File: config.mk
export PLATFORM = sky130hd
export DESIGN_NAME = sync_polarity_norm
export DESIGN_NICKNAME = d
export VERILOG_FILES = /design/src/rtl/sync_polarity_norm.sv
export SDC_FILE = /design/constraint.sdc
export NUM_CORES = 1
export LEC_CHECK = 0
export BUFFER_PORTS_ARGS = -buffer_cell sky130_fd_sc_hd__buf_4
export CAP_MARGIN = 0
export CORE_AREA = 10 10 147 149
export CTS_CLUSTER_SIZE = 12
export DETAILED_ROUTE_END_ITERATION = 8
export DIE_AREA = 0 0 157 159
export PLACE_DENSITY = 0.41
export SLEW_MARGIN = 0
export SYNTH_ARGS = -nofsm -noshare
export SYNTH_HDL_FRONTEND = slang
export SYNTH_SLANG_ARGS = --single-unit
File: constraint.sdc
create_clock -name clk -period 2.25 [get_ports clk]
set_input_delay 0.5625 -clock clk [delete_from_list [all_inputs] [get_ports clk]]
set_output_delay 0.5625 -clock clk [all_outputs]
set_load 0.01 [all_outputs]
File: src/rtl/sync_polarity_norm.sv
// sync_polarity_norm
// Normalises NCH video sync inputs (HS, VS, CSYNC, ...) to a single output
// polarity. Each channel times its high and low intervals, infers which level
// is the active pulse, and flips its inversion only after LOCK_CNT agreeing
// decisions. Channels share nothing but the clock and reset.
//
// The low interval is compared against the stored high interval in the same
// cycle as the rising edge that closes it, so only the high interval needs a
// holding register.

module sync_polarity_norm #(
    parameter int NCH            = 2,
    parameter int CNT_W          = 16,
    parameter int LOCK_CNT       = 2,
    parameter int OUT_ACTIVE_LOW = 0
) (
    input  logic           clk,
    input  logic           reset_n,
    input  logic [NCH-1:0] sync_in,
    output logic [NCH-1:0] sync_out,
    output logic [NCH-1:0] pol,
    output logic [NCH-1:0] locked,
    output logic [NCH-1:0] stall
);

    localparam logic [CNT_W-1:0] CNT_MAX = {CNT_W{1'b1}};
    localparam logic [CNT_W-1:0] CNT_ONE = CNT_W'(1);
    localparam logic [3:0]       LOCK_V  = 4'(LOCK_CNT);
    localparam logic             OAL_BIT = 1'(OUT_ACTIVE_LOW);

    for (genvar ch = 0; ch < NCH; ch++) begin : g_ch

        logic             s1_r;
        logic             s2_r;
        logic [CNT_W-1:0] cnt_r;
        logic [CNT_W-1:0] high_len_r;
        logic             seen_edge_r;
        logic             have_hi_r;
        logic [3:0]       agree_r;
        logic             pol_r;
        logic             locked_r;
        logic             stall_r;
        logic             out_r;

        logic             rise_s;
        logic             fall_s;
        logic             sat_s;
        logic             decide_s;
        logic             cand_s;
        logic [3:0]       agree_inc_s;

        // Edge detection, saturation and the polarity candidate for this cycle
        always_comb begin
            rise_s      = s1_r & ~s2_r;
            fall_s      = ~s1_r & s2_r;
            sat_s       = (cnt_r == CNT_MAX);
            // A decision needs a bounded low interval (armed) and a stored high interval
            decide_s    = rise_s & seen_edge_r & have_hi_r;
            // Longer high than low means the short low is the pulse: active-low input
            cand_s      = (high_len_r > cnt_r);
            agree_inc_s = agree_r + 4'd1;
        end

        // Synchroniser, interval timing, hysteresis and the registered output
        always_ff @(posedge clk) begin
            if (!reset_n) begin
                s1_r        <= 1'b0;
                s2_r        <= 1'b0;
                cnt_r       <= {CNT_W{1'b0}};
                high_len_r  <= {CNT_W{1'b0}};
                seen_edge_r <= 1'b0;
                have_hi_r   <= 1'b0;
                agree_r     <= 4'd0;
                pol_r       <= 1'b0;
                locked_r    <= 1'b0;
                stall_r     <= 1'b0;
                out_r       <= OAL_BIT;
            end else begin
                s1_r  <= sync_in[ch];
                s2_r  <= s1_r;
                out_r <= s2_r ^ pol_r ^ OAL_BIT;

                if (rise_s || fall_s) begin
                    cnt_r       <= {CNT_W{1'b0}};
                    seen_edge_r <= 1'b1;
                    stall_r     <= 1'b0;
                    // The first edge after reset or stall only arms the timer
                    if (seen_edge_r && fall_s) begin
                        high_len_r <= cnt_r;
                        have_hi_r  <= 1'b1;
                    end
                    if (decide_s) begin
                        if (cand_s == pol_r) begin
                            agree_r  <= 4'd0;
                            locked_r <= 1'b1;
                        end else begin
                            locked_r <= 1'b0;
                            if (agree_inc_s == LOCK_V) begin
                                pol_r   <= cand_s;
                                agree_r <= 4'd0;
                            end else begin
                                agree_r <= agree_inc_s;
                            end
                        end
                    end
                end else if (sat_s) begin
                    // No edge for the full counter range: drop all measurements, keep pol
                    stall_r     <= 1'b1;
                    locked_r    <= 1'b0;
                    seen_edge_r <= 1'b0;
                    have_hi_r   <= 1'b0;
                    agree_r     <= 4'd0;
                end else begin
                    cnt_r <= cnt_r + CNT_ONE;
                end
            end
        end

        assign sync_out[ch] = out_r;
        assign pol[ch]      = pol_r;
        assign locked[ch]   = locked_r;
        assign stall[ch]    = stall_r;
    end

endmodule
==> impl_metrics.py <==
metrics = {
    "yosys": {
        "async_flop_share_pct": 0,
        "yosys-top-cells-area": "dfxtp_1 38%, ha_1 11%, nand2_1 8.2%",
        "ys_ff_latch": 88,
        "synthCells": 547,
        "ys.warnings.count": 0,
        "yosysUniqueCellTypes": 52,
        "synthFlopType": "dfxtp_1",
        "syn_area_per_cell_sq_um": 8.39,
        "synth_area_sq_um": 4590,
        "yosysSeqAreaShare_pct": 38.4,
        "synth-edff-count": 0,
        "yosys.area.top_type": "dfxtp_1",
        "yosys.area.top_type_share_pct": 38.4,
        "synthesis.nets": 593,
    },
    "grt": {
        "antenna_found_initial": 0,
        "track_usage_pct": 9.02,
        "busiest_layer": "met2",
        "met1_usage_pct": 12.0,
        "grt_max_degree": 34,
        "grt_pass1_vias": 3644,
        "met3_usage_pct": 2.43,
        "grt-ovfl-total": 0,
        "grt_pass1_wl_um": 18300,
        "globalRouteMet2Util_pct": 13.5,
    },
    "routing": {
        "wl_per_cell_um": 12.9,
        "viasPerCell": 4.45,
        "ant_nets": 0,
        "num_vias": 3727,
        "drt_iter0_markers": 158,
        "drtPass1Iterations": 4,
        "drc": 0,
        "drt-total-wl_um": 10800,
    },
    "die": {
        "start_util_pct": 24.7,
        "num_io_pins": 12,
        "die_x_um": 157,
        "die_area_sq_um": 25000,
        "row_count": 50,
        "coreArea_sq_um": 18600,
        "dieHeight_um": 159,
    },
    "finish": {
        "final_cells": 837,
        "nets": 644,
        "diodes": 0,
        "register_area_sq_um": 1790,
        "area_delta_synth_final_pct": 28.0,
        "multi_input_area_sq_um": 2870,
        "final_common_cell": "nand2_1",
        "drive_above_1_share_pct": 26.2,
        "n_fill_cell": 1946,
        "final_cell_mix": "100 x nand2_1, 68 x dfxtp_1, 65 x buf_4, 38 x nor2_1, 34 x a21boi_0",
    },
    "clocking": {
        "cts_hold_buf": 0,
        "root_buffer": "clkbuf_16",
        "cts.path.max_buffers": 2,
        "numCtsBuffers": 9,
        "path_clk_slew_ps": 60,
        "clk_latency_ps": 350,
        "htreeDepth": 3,
        "cts_tree": "done",
        "cts_sinks": 88,
    },
    "critical_path": {
        "critPathBufInv": 1,
        "slowest_stage": "a221o_1",
        "cp_top_family": "compound AO/OA/AOI/OAI gates",
        "crit_chain": "inv_1 -> ha_4 -> a21oi_2 -> nor2_1 -> a211o_1 -> a221o_1 -> a211oi_2 -> nor2_4 -> o31ai_2",
        "critPathCaptureType": "register",
        "worstSetupPathType": "reg -> reg",
        "worstPathRequired_ps": 2500,
        "crit_path_max_incr_delay_ps": 400,
        "arrival_ps": 2440,
        "path_max_fanout": 4,
        "startpoint_type": "register",
    },
    "power": {
        "p_per_area_nw_per_um2": 548,
        "p_comb_share_pct": 5.3,
        "leakage_nw": 2.18,
        "p_clk_share_pct": 45.5,
        "power.total_w": 0.00322,
        "ir_worst_vdd_mv": 0.266,
        "p_seq_share_pct": 49.2,
        "internal_power_w": 0.00249,
        "switchingPower_w": 0.000728,
        "switching_share_pct": 22.6,
    },
    "run": {
        "drv_cap": 0,
    },
    "sta": {
        "rsz0062_at_grt": "true",
        "hold_violations": 0,
        "worst_pin_slew_ps": 661,
        "maxSlewHeadroom_pct": 55.8,
        "fin_skew_ps": 5.77,
        "min_period_ps": 2190,
        "min_period_over_period_pct": 97.1,
        "timing.final.max_slew_violations": 0,
        "max_freq_mhz": 458,
        "setup_viol": 0,
    },
    "place": {
        "dp_hpwl_um": 7920,
        "port_buffers": 11,
        "dp.cells": 817,
        "finalWeightedCongestion": 0.778,
    },
    "min_path": {
        "hold_class": "in -> reg",
    },
    "status": {
        "status": "finished clean",
    },
}
==> layer usage <==
metal  part of all wire [%]  vias to the layer above
met5                      0                        -
met4                    1.3                        0
met3                    2.9                        9
met2                     43                       37
met1                     53                     1736
li1                       -                     1945
==> power by group through the flow <==
stage | Combinational (W) | Sequential, W | Clock [W]
final | 0.000170 | 0.00158 | 0.00146
after global routing | 0.000193 | 0.00158 | 0.00158
after CTS | 0.000163 | 0.00158 | 0.00151
after detailed placement | 0.000162 | 0.00162 | 0
after global placement | 0.000161 | 0.00162 | 0
after floorplan | 0.000107 | 0.00162 | 0
==> flip-flops by register name, indices dropped and copies added (netlist names) <==
signal and cells:
g_ch.cnt_r 32, g_ch.high_len_r 32, g_ch.agree_r 8, g_ch.have_hi_r 2, g_ch.locked_r 2, g_ch.out_r 2
g_ch.pol_r 2, g_ch.s1_r 2, g_ch.s2_r 2, g_ch.seen_edge_r 2, g_ch.stall_r 2
==> cell families (layout without fill, tap and decap cells) <==
family | after synthesis | after routing | synth area share (%)
and+or+nand+nor | 232 | 232 | 24.6
AOI/OAI and AO/OA | 89 | 89 | 13.5
DFF | 88 | 88 | 38.4
buffers and inverters | 65 | 121 | 6.11
adders and majority gates | 42 | 42 | 11.5
xor gates and xnor gates | 29 | 29 | 5.54
muxes | 2 | 2 | 0.436
==> synthesized netlist by cell type (12+ instances only) <==
master and instances:
nand3_1 24, o21ai_0 15, nand4_1 13, a21oi_1 15
inv_1 40, clkbuf_1 14, and2_1 12, ha_1 42
xnor2_1 25, dfxtp_1 88, nor2_1 39, nand2_1 100
a21boi_0 34
==> what timing repair did <==
action | in CTS | in global routing
endpoints found under the hold margin | 0 | 0
gates resized for setup | 8 | 65
endpoints found under the setup margin | 5 | 12
buffers inserted | 0 | 4
pin swaps | 5 | 29
==> metrics by stage <==
stage	setup TNS [ps]	utilization, %	worst slack [ps]	hold slack [ps]	instance area (sq um)
2_1_floorplan	0	-	105	426	4590
3_3_place_gp	0	28.0	16.0	450	5210
3_5_place_dp	-87.2	28.0	-29.8	453	5210
4_1_cts	-16.9	29.8	-16.9	409	5540
5_1_grt	-44.0	31.6	-40.4	430	5870
6_report	0	31.6	64.2	422	5870
==> path summary, 6_finish.rpt <==
check	slack, ps	to	startpoint	depth (start not counted)
max	60	g_ch[1].agree_r[1]$_SDFFE_PN0P_	g_ch[1].cnt_r[5]$_SDFFE_PP0N_	9
min	420	g_ch[1].s1_r$_SDFF_PN0_	sync_in[1]	2
max reg2reg	60	g_ch[1].agree_r[1]$_SDFFE_PN0P_	g_ch[1].cnt_r[5]$_SDFFE_PP0N_	9
min reg2reg	460	g_ch[0].seen_edge_r$_SDFFE_PN0P_	g_ch[0].seen_edge_r$_SDFFE_PN0P_	2
==> final cells by class <==
class                           instances  area share, %
Multi-Input combinational cell        394           48.8
Sequential cell                        88           30.4
Timing Repair Buffer                   65           8.31
Tap cell                              234           4.99
Clock buffer                           14           4.67
Inverter                               40           2.56
Clock inverter                          2          0.213
Note: power is estimated with default switching activity, not from simulation.
